--- src/rtl/ram_access_ctrl_pkg.sv ---
// Shared definitions for the load/store front end:
// funct3 size codes, FSM states, byte-enable patterns and request decode helpers.
package ram_access_ctrl_pkg;

  localparam logic [2:0] MEM_B  = 3'b000;
  localparam logic [2:0] MEM_H  = 3'b001;
  localparam logic [2:0] MEM_W  = 3'b010;
  localparam logic [2:0] MEM_BU = 3'b100;
  localparam logic [2:0] MEM_HU = 3'b101;

  typedef enum logic [1:0] {
    ST_IDLE,
    ST_REQ,
    ST_WAIT_RD,
    ST_RESP
  } state_e;

  localparam logic [3:0] BE_NONE = 4'b0000;
  localparam logic [3:0] BE_B    = 4'b0001;
  localparam logic [3:0] BE_H_LO = 4'b0011;
  localparam logic [3:0] BE_H_HI = 4'b1100;
  localparam logic [3:0] BE_W    = 4'b1111;

  // Misaligned halfwords/words, unknown size codes and unsigned stores are rejected
  function automatic logic req_illegal(input logic store, input logic [2:0] funct3,
                                       input logic [1:0] addr_lo);
    case (funct3)
      MEM_B:   return 1'b0;
      MEM_H:   return addr_lo[0];
      MEM_W:   return addr_lo != 2'b00;
      MEM_BU:  return store;
      MEM_HU:  return store | addr_lo[0];
      default: return 1'b1;
    endcase
  endfunction

  // Byte lanes touched by a store of the given size at the given offset
  function automatic logic [3:0] store_byte_en(input logic [2:0] funct3, input logic [1:0] addr_lo);
    case (funct3)
      MEM_B:   return BE_B << addr_lo;
      MEM_H:   return addr_lo[1] ? BE_H_HI : BE_H_LO;
      MEM_W:   return BE_W;
      default: return BE_NONE;
    endcase
  endfunction

  // Store data stays low-aligned; bytes above the access size are zeroed
  function automatic logic [31:0] store_wdata(input logic [2:0] funct3, input logic [31:0] wdata);
    case (funct3)
      MEM_B:   return {24'b0, wdata[7:0]};
      MEM_H:   return {16'b0, wdata[15:0]};
      default: return wdata;
    endcase
  endfunction

endpackage

--- src/rtl/ram_access_ctrl_if.sv ---
// Core request/response and RAM bus signals of the load/store front end.
// slave: the controller's view; master: the environment (core + RAM) view.
interface ram_access_ctrl_if;
  logic        req_valid_in;
  logic        req_ready_out;
  logic        req_store_in;
  logic [2:0]  req_funct3_in;
  logic [31:0] req_addr_in;
  logic [31:0] req_wdata_in;
  logic        resp_valid_out;
  logic        resp_ready_in;
  logic [31:0] resp_rdata_out;
  logic        resp_err_out;
  logic [31:0] ram_addr_out;
  logic [31:0] ram_wdata_out;
  logic        ram_read_en_out;
  logic        ram_write_en_out;
  logic [3:0]  ram_byte_en_out;
  logic        ram_valid_out;
  logic        ram_ready_in;
  logic        ram_rdata_valid_in;
  logic [31:0] ram_rdata_in;

  modport slave (
    input  req_valid_in, req_store_in, req_funct3_in, req_addr_in, req_wdata_in,
    input  resp_ready_in, ram_ready_in, ram_rdata_valid_in, ram_rdata_in,
    output req_ready_out, resp_valid_out, resp_rdata_out, resp_err_out,
    output ram_addr_out, ram_wdata_out, ram_read_en_out, ram_write_en_out,
    output ram_byte_en_out, ram_valid_out
  );

  modport master (
    output req_valid_in, req_store_in, req_funct3_in, req_addr_in, req_wdata_in,
    output resp_ready_in, ram_ready_in, ram_rdata_valid_in, ram_rdata_in,
    input  req_ready_out, resp_valid_out, resp_rdata_out, resp_err_out,
    input  ram_addr_out, ram_wdata_out, ram_read_en_out, ram_write_en_out,
    input  ram_byte_en_out, ram_valid_out
  );
endinterface

--- src/rtl/ram_access_ctrl_mem_lane_ext.sv ---
// Picks the addressed byte/halfword out of a RAM word and sign- or zero-extends it.
module mem_lane_ext
  import ram_access_ctrl_pkg::*;
(
  input  logic [31:0] word_in,
  input  logic [1:0]  addr_lo_in,
  input  logic [2:0]  funct3_in,
  output logic [31:0] data_out
);

  logic [7:0]  byte_sel;
  logic [15:0] half_sel;

  // Lane select followed by extension chosen by the size code
  always_comb begin
    byte_sel = word_in[{addr_lo_in, 3'b000} +: 8];
    half_sel = addr_lo_in[1] ? word_in[31:16] : word_in[15:0];
    case (funct3_in)
      MEM_B:   data_out = {{24{byte_sel[7]}}, byte_sel};
      MEM_BU:  data_out = {24'b0, byte_sel};
      MEM_H:   data_out = {{16{half_sel[15]}}, half_sel};
      MEM_HU:  data_out = {16'b0, half_sel};
      default: data_out = word_in;
    endcase
  end

endmodule

--- src/rtl/ram_access_ctrl.sv ---
// Load/store front end: one core request at a time, alignment check,
// RAM valid/ready/rdata_valid handshake with read timeout, registered response.
module ram_access_ctrl
  import ram_access_ctrl_pkg::*;
#(
  parameter int TIMEOUT_CYCLES = 16,
  parameter int TO_W           = 5
) (
  input  logic clk,
  input  logic rst,
  ram_access_ctrl_if.slave bus
);

  state_e      state_q, state_d;
  logic [1:0]  addr_lo_q, addr_lo_d;
  logic [2:0]  funct3_q, funct3_d;
  logic        store_q, store_d;
  logic [TO_W-1:0] cnt_q, cnt_d;
  logic        phase_q, phase_d;
  logic [31:0] ram_addr_q, ram_addr_d;
  logic [31:0] ram_wdata_q, ram_wdata_d;
  logic        ram_read_en_q, ram_read_en_d;
  logic        ram_write_en_q, ram_write_en_d;
  logic [3:0]  ram_byte_en_q, ram_byte_en_d;
  logic        ram_valid_q, ram_valid_d;
  logic        resp_valid_q, resp_valid_d;
  logic [31:0] resp_rdata_q, resp_rdata_d;
  logic        resp_err_q, resp_err_d;
  logic [31:0] lane_data;

  mem_lane_ext u_lane_ext (
    .word_in    (bus.ram_rdata_in),
    .addr_lo_in (addr_lo_q),
    .funct3_in  (funct3_q),
    .data_out   (lane_data)
  );

  assign bus.req_ready_out    = (state_q == ST_IDLE);
  assign bus.ram_addr_out     = ram_addr_q;
  assign bus.ram_wdata_out    = ram_wdata_q;
  assign bus.ram_read_en_out  = ram_read_en_q;
  assign bus.ram_write_en_out = ram_write_en_q;
  assign bus.ram_byte_en_out  = ram_byte_en_q;
  assign bus.ram_valid_out    = ram_valid_q;
  assign bus.resp_valid_out   = resp_valid_q;
  assign bus.resp_rdata_out   = resp_rdata_q;
  assign bus.resp_err_out     = resp_err_q;

  // Next-state and next-output decode; everything not touched holds its value
  always_comb begin
    state_d        = state_q;
    addr_lo_d      = addr_lo_q;
    funct3_d       = funct3_q;
    store_d        = store_q;
    cnt_d          = cnt_q;
    phase_d        = phase_q;
    ram_addr_d     = ram_addr_q;
    ram_wdata_d    = ram_wdata_q;
    ram_read_en_d  = ram_read_en_q;
    ram_write_en_d = ram_write_en_q;
    ram_byte_en_d  = ram_byte_en_q;
    ram_valid_d    = ram_valid_q;
    resp_valid_d   = resp_valid_q;
    resp_rdata_d   = resp_rdata_q;
    resp_err_d     = resp_err_q;

    case (state_q)
      ST_IDLE: begin
        if (bus.req_valid_in) begin
          addr_lo_d = bus.req_addr_in[1:0];
          funct3_d  = bus.req_funct3_in;
          store_d   = bus.req_store_in;
          if (req_illegal(bus.req_store_in, bus.req_funct3_in, bus.req_addr_in[1:0])) begin
            state_d      = ST_RESP;
            resp_valid_d = 1'b1;
            resp_err_d   = 1'b1;
            resp_rdata_d = '0;
          end else begin
            state_d        = ST_REQ;
            ram_valid_d    = 1'b1;
            ram_addr_d     = {bus.req_addr_in[31:2], 2'b00};
            ram_read_en_d  = ~bus.req_store_in;
            ram_write_en_d = bus.req_store_in;
            ram_byte_en_d  = bus.req_store_in ?
                             store_byte_en(bus.req_funct3_in, bus.req_addr_in[1:0]) : BE_NONE;
            ram_wdata_d    = bus.req_store_in ?
                             store_wdata(bus.req_funct3_in, bus.req_wdata_in) : '0;
          end
        end
      end
      ST_REQ: begin
        if (bus.ram_ready_in) begin
          ram_valid_d    = 1'b0;
          ram_read_en_d  = 1'b0;
          ram_write_en_d = 1'b0;
          ram_byte_en_d  = BE_NONE;
          ram_wdata_d    = '0;
          ram_addr_d     = '0;
          if (store_q) begin
            state_d      = ST_RESP;
            resp_valid_d = 1'b1;
            resp_err_d   = 1'b0;
            resp_rdata_d = '0;
          end else begin
            state_d = ST_WAIT_RD;
            cnt_d   = '0;
            phase_d = 1'b0;
          end
        end
      end
      ST_WAIT_RD: begin
        if (bus.ram_rdata_valid_in) begin
          state_d      = ST_RESP;
          resp_valid_d = 1'b1;
          resp_err_d   = 1'b0;
          resp_rdata_d = lane_data;
        end else if (cnt_q == TO_W'(TIMEOUT_CYCLES)) begin
          state_d      = ST_RESP;
          resp_valid_d = 1'b1;
          resp_err_d   = 1'b1;
          resp_rdata_d = '0;
        end else begin
          phase_d = ~phase_q;
          if (phase_q) cnt_d = cnt_q + TO_W'(1);
        end
      end
      ST_RESP: begin
        if (bus.resp_ready_in) begin
          state_d      = ST_IDLE;
          resp_valid_d = 1'b0;
          resp_err_d   = 1'b0;
          resp_rdata_d = '0;
        end
      end
      default: state_d = ST_IDLE;
    endcase
  end

  // Single register stage for state and every output; reset drops any transaction in flight
  always_ff @(posedge clk) begin
    if (!rst) begin
      state_q        <= ST_IDLE;
      addr_lo_q      <= '0;
      funct3_q       <= '0;
      store_q        <= 1'b0;
      cnt_q          <= '0;
      phase_q        <= 1'b0;
      ram_addr_q     <= '0;
      ram_wdata_q    <= '0;
      ram_read_en_q  <= 1'b0;
      ram_write_en_q <= 1'b0;
      ram_byte_en_q  <= '0;
      ram_valid_q    <= 1'b0;
      resp_valid_q   <= 1'b0;
      resp_rdata_q   <= '0;
      resp_err_q     <= 1'b0;
    end else begin
      state_q        <= state_d;
      addr_lo_q      <= addr_lo_d;
      funct3_q       <= funct3_d;
      store_q        <= store_d;
      cnt_q          <= cnt_d;
      phase_q        <= phase_d;
      ram_addr_q     <= ram_addr_d;
      ram_wdata_q    <= ram_wdata_d;
      ram_read_en_q  <= ram_read_en_d;
      ram_write_en_q <= ram_write_en_d;
      ram_byte_en_q  <= ram_byte_en_d;
      ram_valid_q    <= ram_valid_d;
      resp_valid_q   <= resp_valid_d;
      resp_rdata_q   <= resp_rdata_d;
      resp_err_q     <= resp_err_d;
    end
  end

endmodule

--- src/flat_wrapper.sv ---
// flat-port wrapper written by rule: the top's interface ports become plain ports
module ram_access_ctrl_flat import ram_access_ctrl_pkg::*;
#(
  parameter int TIMEOUT_CYCLES = 16,
  parameter int TO_W           = 5
)
  (clk, rst, bus_req_valid_in, bus_req_store_in, bus_req_funct3_in, bus_req_addr_in, bus_req_wdata_in, bus_resp_ready_in, bus_ram_ready_in, bus_ram_rdata_valid_in, bus_ram_rdata_in, bus_req_ready_out, bus_resp_valid_out, bus_resp_rdata_out, bus_resp_err_out, bus_ram_addr_out, bus_ram_wdata_out, bus_ram_read_en_out, bus_ram_write_en_out, bus_ram_byte_en_out, bus_ram_valid_out);
  ram_access_ctrl_if bus_i ();
  input  logic clk;
  input  logic rst;
  input wire logic [$bits(bus_i.req_valid_in)-1:0] bus_req_valid_in;
  input wire logic [$bits(bus_i.req_store_in)-1:0] bus_req_store_in;
  input wire logic [$bits(bus_i.req_funct3_in)-1:0] bus_req_funct3_in;
  input wire logic [$bits(bus_i.req_addr_in)-1:0] bus_req_addr_in;
  input wire logic [$bits(bus_i.req_wdata_in)-1:0] bus_req_wdata_in;
  input wire logic [$bits(bus_i.resp_ready_in)-1:0] bus_resp_ready_in;
  input wire logic [$bits(bus_i.ram_ready_in)-1:0] bus_ram_ready_in;
  input wire logic [$bits(bus_i.ram_rdata_valid_in)-1:0] bus_ram_rdata_valid_in;
  input wire logic [$bits(bus_i.ram_rdata_in)-1:0] bus_ram_rdata_in;
  output wire logic [$bits(bus_i.req_ready_out)-1:0] bus_req_ready_out;
  output wire logic [$bits(bus_i.resp_valid_out)-1:0] bus_resp_valid_out;
  output wire logic [$bits(bus_i.resp_rdata_out)-1:0] bus_resp_rdata_out;
  output wire logic [$bits(bus_i.resp_err_out)-1:0] bus_resp_err_out;
  output wire logic [$bits(bus_i.ram_addr_out)-1:0] bus_ram_addr_out;
  output wire logic [$bits(bus_i.ram_wdata_out)-1:0] bus_ram_wdata_out;
  output wire logic [$bits(bus_i.ram_read_en_out)-1:0] bus_ram_read_en_out;
  output wire logic [$bits(bus_i.ram_write_en_out)-1:0] bus_ram_write_en_out;
  output wire logic [$bits(bus_i.ram_byte_en_out)-1:0] bus_ram_byte_en_out;
  output wire logic [$bits(bus_i.ram_valid_out)-1:0] bus_ram_valid_out;
  assign bus_i.req_valid_in = bus_req_valid_in;
  assign bus_i.req_store_in = bus_req_store_in;
  assign bus_i.req_funct3_in = bus_req_funct3_in;
  assign bus_i.req_addr_in = bus_req_addr_in;
  assign bus_i.req_wdata_in = bus_req_wdata_in;
  assign bus_i.resp_ready_in = bus_resp_ready_in;
  assign bus_i.ram_ready_in = bus_ram_ready_in;
  assign bus_i.ram_rdata_valid_in = bus_ram_rdata_valid_in;
  assign bus_i.ram_rdata_in = bus_ram_rdata_in;
  assign bus_req_ready_out = bus_i.req_ready_out;
  assign bus_resp_valid_out = bus_i.resp_valid_out;
  assign bus_resp_rdata_out = bus_i.resp_rdata_out;
  assign bus_resp_err_out = bus_i.resp_err_out;
  assign bus_ram_addr_out = bus_i.ram_addr_out;
  assign bus_ram_wdata_out = bus_i.ram_wdata_out;
  assign bus_ram_read_en_out = bus_i.ram_read_en_out;
  assign bus_ram_write_en_out = bus_i.ram_write_en_out;
  assign bus_ram_byte_en_out = bus_i.ram_byte_en_out;
  assign bus_ram_valid_out = bus_i.ram_valid_out;
  ram_access_ctrl #(.TIMEOUT_CYCLES(TIMEOUT_CYCLES), .TO_W(TO_W)) u_core (.clk(clk), .rst(rst), .bus(bus_i));
endmodule
--- config.mk ---
export PLATFORM = sky130hd
export DESIGN_NAME = ram_access_ctrl_flat
export DESIGN_NICKNAME = d
export VERILOG_FILES = /design/src/rtl/ram_access_ctrl_pkg.sv /design/src/rtl/ram_access_ctrl_if.sv /design/src/rtl/ram_access_ctrl_mem_lane_ext.sv /design/src/rtl/ram_access_ctrl.sv /design/src/flat_wrapper.sv
export SDC_FILE = /design/constraint.sdc
export NUM_CORES = 1
export LEC_CHECK = 0
export CAP_MARGIN = 20
export CORE_UTILIZATION = 47
export CTS_CLUSTER_SIZE = 25
export DETAILED_ROUTE_END_ITERATION = 10
export PLACE_DENSITY = 0.87
export SYNTH_ARGS = -nofsm -noshare
export SYNTH_HDL_FRONTEND = slang
export SYNTH_SLANG_ARGS = --single-unit
--- constraint.sdc ---
create_clock -name clk -period 6.35 [get_ports clk]
set_clock_uncertainty 0.1 [all_clocks]
set_input_delay 0.635 -clock clk [delete_from_list [all_inputs] [get_ports clk]]
set_output_delay 0.635 -clock clk [all_outputs]
set_load 0.05 [all_outputs]
# ---- Word-level counts from Yosys, hierarchy flattened
# Cells that the tools add are included.
dict set report word_totals {
  regBits 119
  in_bits 106
  out_inout_bits 106
  wordCells 125
}
dict set report op_classes {
  addsub 1
  eq_ne 22
  n_shift 2
  n_mux 70
  n_bitwise 3
  n_reduce_logical 12
}
# cell n
set op_table {}
lappend op_table {{2-to-1 mux 32 bit} 13}
lappend op_table {{one-hot mux 32 bit (4 select lines)} 2}
lappend op_table {{one-hot mux 32 bit (2 select lines)} 3}
lappend op_table {{indexed part select 32 x 6 -> 8 bit} 1}
lappend op_table {{2-to-1 mux 5 bit} 5}
lappend op_table {{2-to-1 mux 1 bit} 24}
lappend op_table {{2-to-1 mux 4 bit} 5}
lappend op_table {{2-to-1 mux 16 bit} 1}
lappend op_table {{inequality test 2 bit, second input constant} 7}
lappend op_table {{== test 3 bit, second input constant} 4}
lappend op_table {{2-to-1 mux 2 bit} 6}
lappend op_table {{one-hot mux 4 bit (3 select lines)} 1}
lappend op_table {{AND reduction 6 bit} 2}
lappend op_table {{one-hot mux 5 bit (2 select lines)} 1}
lappend op_table {{one-hot mux 1 bit (2 select lines)} 4}
lappend op_table {{one-hot mux 1 bit (4 select lines)} 2}
lappend op_table {{one-hot mux 2 bit (4 select lines)} 1}
lappend op_table {{one-hot mux 4 bit (2 select lines)} 1}
lappend op_table {{AND reduction 4 bit} 2}
lappend op_table {{== test 3 x 1 -> 1 bit, second input constant} 2}
lappend op_table {{logical NOT 3 bit} 2}
lappend op_table {{inequality test 2 x 1 -> 1 bit, second input constant} 3}
lappend op_table {{nonzero test 2 bit} 3}
lappend op_table {{adder 5 x 1 -> 5 bit, second input constant} 1}
lappend op_table {{other kinds (12)} 14}

# ---- Longest topological paths before layout
dict set report depth {
  depth_word 7
  mapped_depth 10
  mapped_depth_nobuf 7
}

# ---- By module
# From an unflattened synthesis, not the netlist that was laid out.
dict set report unflattened {
  cells_unflattened 523
  hier_area_um2 5298.8
}
# mod instances cells_per_inst area_per_inst_um2 seq_area_each_um2
set by_module_without_submodules {}
lappend by_module_without_submodules {ram_access_ctrl 1 427 4453.0 2342.2}
lappend by_module_without_submodules {mem_lane_ext 1 96 845.8 0.0}

# ---- Worst setup path before layout
# No wires, ideal clock.
dict set report synth_path {
  kind {flip-flop to flip-flop}
  start {reg u_core.state_q[0]}
  end {reg u_core.ram_wdata_q[22], in the netlist u_core.bus.ram_wdata_out[22]}
  setup_ps 66
  arrival_ps 2379
  t_required_ps 6184
  setup_slack_ps 3805
  stages_incl_launch_ff 10
  path_buffers 2
  period_less_slack_ps 2545
  path_cell_list {dfxtp_1 inv_1 ha_1 buf_4 nand2_2 nor4b_4 nor4b_4 buf_2 a22oi_1 nor2b_1}
}
dict set report synth_between {
  elab_chain_cells 3
  word_cells_on_any_way 8
  cone_classes {eq/ne: 4; mux: 1; reduce/logical: 3}
}
# item line_no
set synth_lines {}
lappend synth_lines {{start, declared} ram_access_ctrl.sv:14} ;# state_e state_q, state_d;
lappend synth_lines {{start signal, assigned} ram_access_ctrl.sv:158} ;# state_q <= state_d;
lappend synth_lines {{logical NOT 2 bit (*)} --}
lappend synth_lines {{named net bus_req_ready_out} flat_wrapper.sv:20} ;# output wire logic [$bits(bus_i.req_ready_out)-1:0] bus_req_ready_out;
lappend synth_lines {{inequality test 2 bit (no line) or nonzero test 2 bit (tied branches)} --}
lappend synth_lines {{AND reduction 4 bit (no line)} --}
lappend synth_lines {{end signal, assigned} ram_access_ctrl.sv:165} ;# ram_wdata_q <= ram_wdata_d;
lappend synth_lines {{end, declared} ram_access_ctrl.sv:21} ;# logic [31:0] ram_wdata_q, ram_wdata_d;
# The timed path passes the listed nets; every way through them passes the cells marked *.
# A chain may end at the register's enable or synchronous reset.

# ---- Worst setup path after layout
dict set report layout_path {
  start {reg u_core.state_q[1]}
  end {reg u_core.resp_rdata_q[26], in the netlist u_core.bus.resp_rdata_out[26]}
}
dict set report layout_between {
  elab_chain_cells 3
  word_cells_on_any_way 12
  cone_classes {eq/ne: 9; mux: 1; reduce/logical: 2}
}
# item line_no
set layout_lines {}
lappend layout_lines {{== test 2 bit, or another cell as far along} ram_access_ctrl.sv:67} ;# case (state_q)
lappend layout_lines {{inequality test 3 x 2 -> 1 bit (no line), or another cell as far along} --}
lappend layout_lines {{AND reduction 6 bit (no line)} --}
lappend layout_lines {{end signal, assigned} ram_access_ctrl.sv:171} ;# resp_rdata_q <= resp_rdata_d;
lappend layout_lines {{end, declared} ram_access_ctrl.sv:27} ;# logic [31:0] resp_rdata_q, resp_rdata_d;
# Parallel ways exist; a longest one is shown, timed or not.

==> impl_metrics.ini <==
[detailed_routing]
drc = 0
post_drt_via_cell_ratio = 5.696
num_vias = 5314
wl_um = 16430
firstDrtPassIters = 5
ant_nets = 0
avgRoutedWirePerCell_um = 17.61
drtIter0Drc = 545

[global_route]
grt_overflow = 0
grt_pass1_vias = 5095
grt_pass1_wl_um = 25290
antenna_found_initial = 0
grt_start_max_net_pins = 63
grt_use_total = 0.2813

[yosys]
ys_ff_latch = 117
synthDominantCellAreaShare = 0.4547
synth.area.top_cells = dfxtp_1 45%, nand2_1 6.2%, a21oi_1 5.5%
syn-cell-area_sq_um = 5151
synth_edf_count = 0
synth_ff_type = dfxtp_1
synth.top_cells.by_count = 117 x dfxtp_1, 85 x nand2_1, 57 x a21oi_1, 38 x nand3_1, 38 x o21ai_0
synth.distinct_cells = 56
yosysSeqAreaShare = 0.4547
syn_inst = 601
synth_area_per_cell_sq_um = 8.571
synth_most_common_cell = dfxtp_1
synthArstFlopShare = 0
yosysWarnings = 0
synth_top_area_cell = dfxtp_1

[critical_path]
crit_path_start_kind = register
crit_path_frequent_cell = inv_1
crit_fanout = 39
arrival_ns = 4.03
crit_path_top_delay_cell = nor2b_1
rr_worst_depth = 8
cpPeakStageDelay_ns = 0.90
end_kind = register
path_class = reg2reg
path_cells = inv_1, ha_1, inv_1, o2111ai_1, a211oi_4, buf_4, nor2b_1, a21oi_1
cp.required_ns = 6.59

[clocking]
insertion_delay_ns = 0.51
ctsResizeCount = 0
clock_sinks = 117
cts_tree = yes
h-tree-depth = 4
cts_buffers = 17
cts_root_buffer = clkbuf_8
cts.clk_slew.worst_paths_ns = 0.06
cts.path.max_buffers = 2
hold_buffers = 0
cts_setup_buffers = 0

[finish]
syn2layout_area_growth_pct = 52.15
final_layout_size_suffix_gt1_frac = 0.06775
stdcell_count = 933
num_antenna_cells = 0
nNetsFinal = 896

[floorplanning]
die_area_sq_um = 11380
die_w_um = 106.7
core_sq_um = 10460
rows = 37
die-height_um = 106.7
start_util = 0.4923
num_io_pins = 212

[timing]
hold_viol_final = 0
maxSlewViolCount = 0
fin_crit_ns = 3.795
worst_pin_slew_ns = 1.112
finalCritPeriodShare = 0.5976
grt_setup_unrepaired = false
fmax_ghz = 0.2635
setup_tns_ns = 0
slew_headroom = 0.2564
setup_viol = 0

[placed_design]
gp_congestion = 0.9520
dp_hpwl_um = 11440
dp.cells = 900
portBuffers = 209

[pwr]
p_leak_nw = 2.799
power_density_nw_per_um2 = 417.5
ir_drop_uv = 231.6

[min_path]
hold_path_depth = 2
min_path_type = reg2reg

[run_status]
outcome = finished, final reports clean

[job]
maxCapViolations = 0
## worst max-delay path: cells and delay by family, from the launching register on
kind,cells,cell delay [ns]
AOI/OAI and AO/OA,3,0.65
adders and majority gates,1,0.32
buffers and inverters,3,1.24
DFF,1,0.39
and+or+nand+nor,1,0.90
## per-layer routing
| layer | part of all wire | track usage | wire, um | vias up |
|---|---|---|---|---|
| met4 | 0.023 | 0.1194 | 383 | 0 |
| met3 | 0.073 | 0.07173 | 1196 | 34 |
| li1 | - | - | - | 2504 |
| met1 | 0.39 | 0.3221 | 6373 | 2499 |
| met2 | 0.52 | 0.4945 | 8476 | 277 |
| met5 | 0 | 0 | 0 | - |
## layout make-up
type / count / area (sq um)
Fill cell: 727 / 2625
Multi-Input combinational cell: 417 / 2520
Sequential cell: 117 / 2342
Timing Repair Buffer: 213 / 2142
Clock buffer: 18 / 417.9
Clock inverter: 14 / 177.7
Tap cell: 136 / 170.2
Inverter: 18 / 67.56
## sequential cells by signal, summed over array words and instances (netlist names)
signal and count:
u_core.bus.ram_wdata_out 32, u_core.bus.resp_valid_out 1, u_core.bus.ram_addr_out 30, u_core.bus.resp_rdata_out 32, u_core.bus.ram_byte_en_out 4, u_core.addr_lo_q 2, u_core.funct3_q 3, u_core.store_q 1
u_core.state_q 2, u_core.phase_q 1, u_core.bus.ram_write_en_out 1, u_core.cnt_q 5, u_core.bus.ram_read_en_out 1, u_core.bus.resp_err_out 1, u_core.bus.ram_valid_out 1
## cells by family after synthesis
group / Yosys count / synth area share
AO/OA/AOI/OAI: 191 / 0.2439
adder cells (fa/ha/maj): 6 / 0.01457
XOR/XNOR: 5 / 0.008501
buffers and inverters: 68 / 0.05975
other: 1 / 0.0007280
AND/OR/NAND/NOR: 195 / 0.1817
multiplexers: 18 / 0.03619
flip-flops: 117 / 0.4547
## final timing paths
kind,from,slack [ns],end
setup / recovery,u_core.state_q[1],2.56,u_core.bus.resp_rdata_out[26]
hold / removal,u_core.bus.ram_addr_out[27],0.35,u_core.bus.ram_addr_out[27]
setup reg to reg,u_core.state_q[1],2.56,u_core.bus.resp_rdata_out[26]
hold reg to reg,u_core.bus.ram_addr_out[27],0.35,u_core.bus.ram_addr_out[27]
## metrics by stage
step                      total power [mW]    util  instance area [sq um]  hold slack, ns  setup slack (ns)
after floorplan                      1.879       -                   5155          0.3551             3.805
after global placement               2.242  0.6895                   7214          0.3369             2.869
after detailed placement             2.289  0.6895                   7214          0.3441             2.656
after CTS                            3.254  0.7465                   7810          0.3518             2.643
after global routing                 3.401  0.7491                   7838          0.3685             2.350
final                                3.272  0.7491                   7838          0.3544             2.555
## layout by cell type (no fill, tap or decap), drive strengths merged, types with 8 or more instances in the layout
cell,instances
clkbuf,18
a211oi,10
inv,20
nand2b,9
a22oi,25
o22ai,12
nand3,38
nor2,32
nor2b,14
o21ai,39
a21oi,58
a221oi,8
mux2i,13
nand2,86
clkdlybuf4s50,209
dfxtp,117
a22o,8
## where the power goes
part | total (mW) | switching, mW | leakage, nW | internal [mW]
combinational | 1.37 | 0.916 | 1.57 | 0.452
clock | 0.955 | 0.355 | 0.278 | 0.601
sequential | 0.949 | 0.0921 | 0.950 | 0.857
No activity file was read; power rests on OpenSTA's default activity.
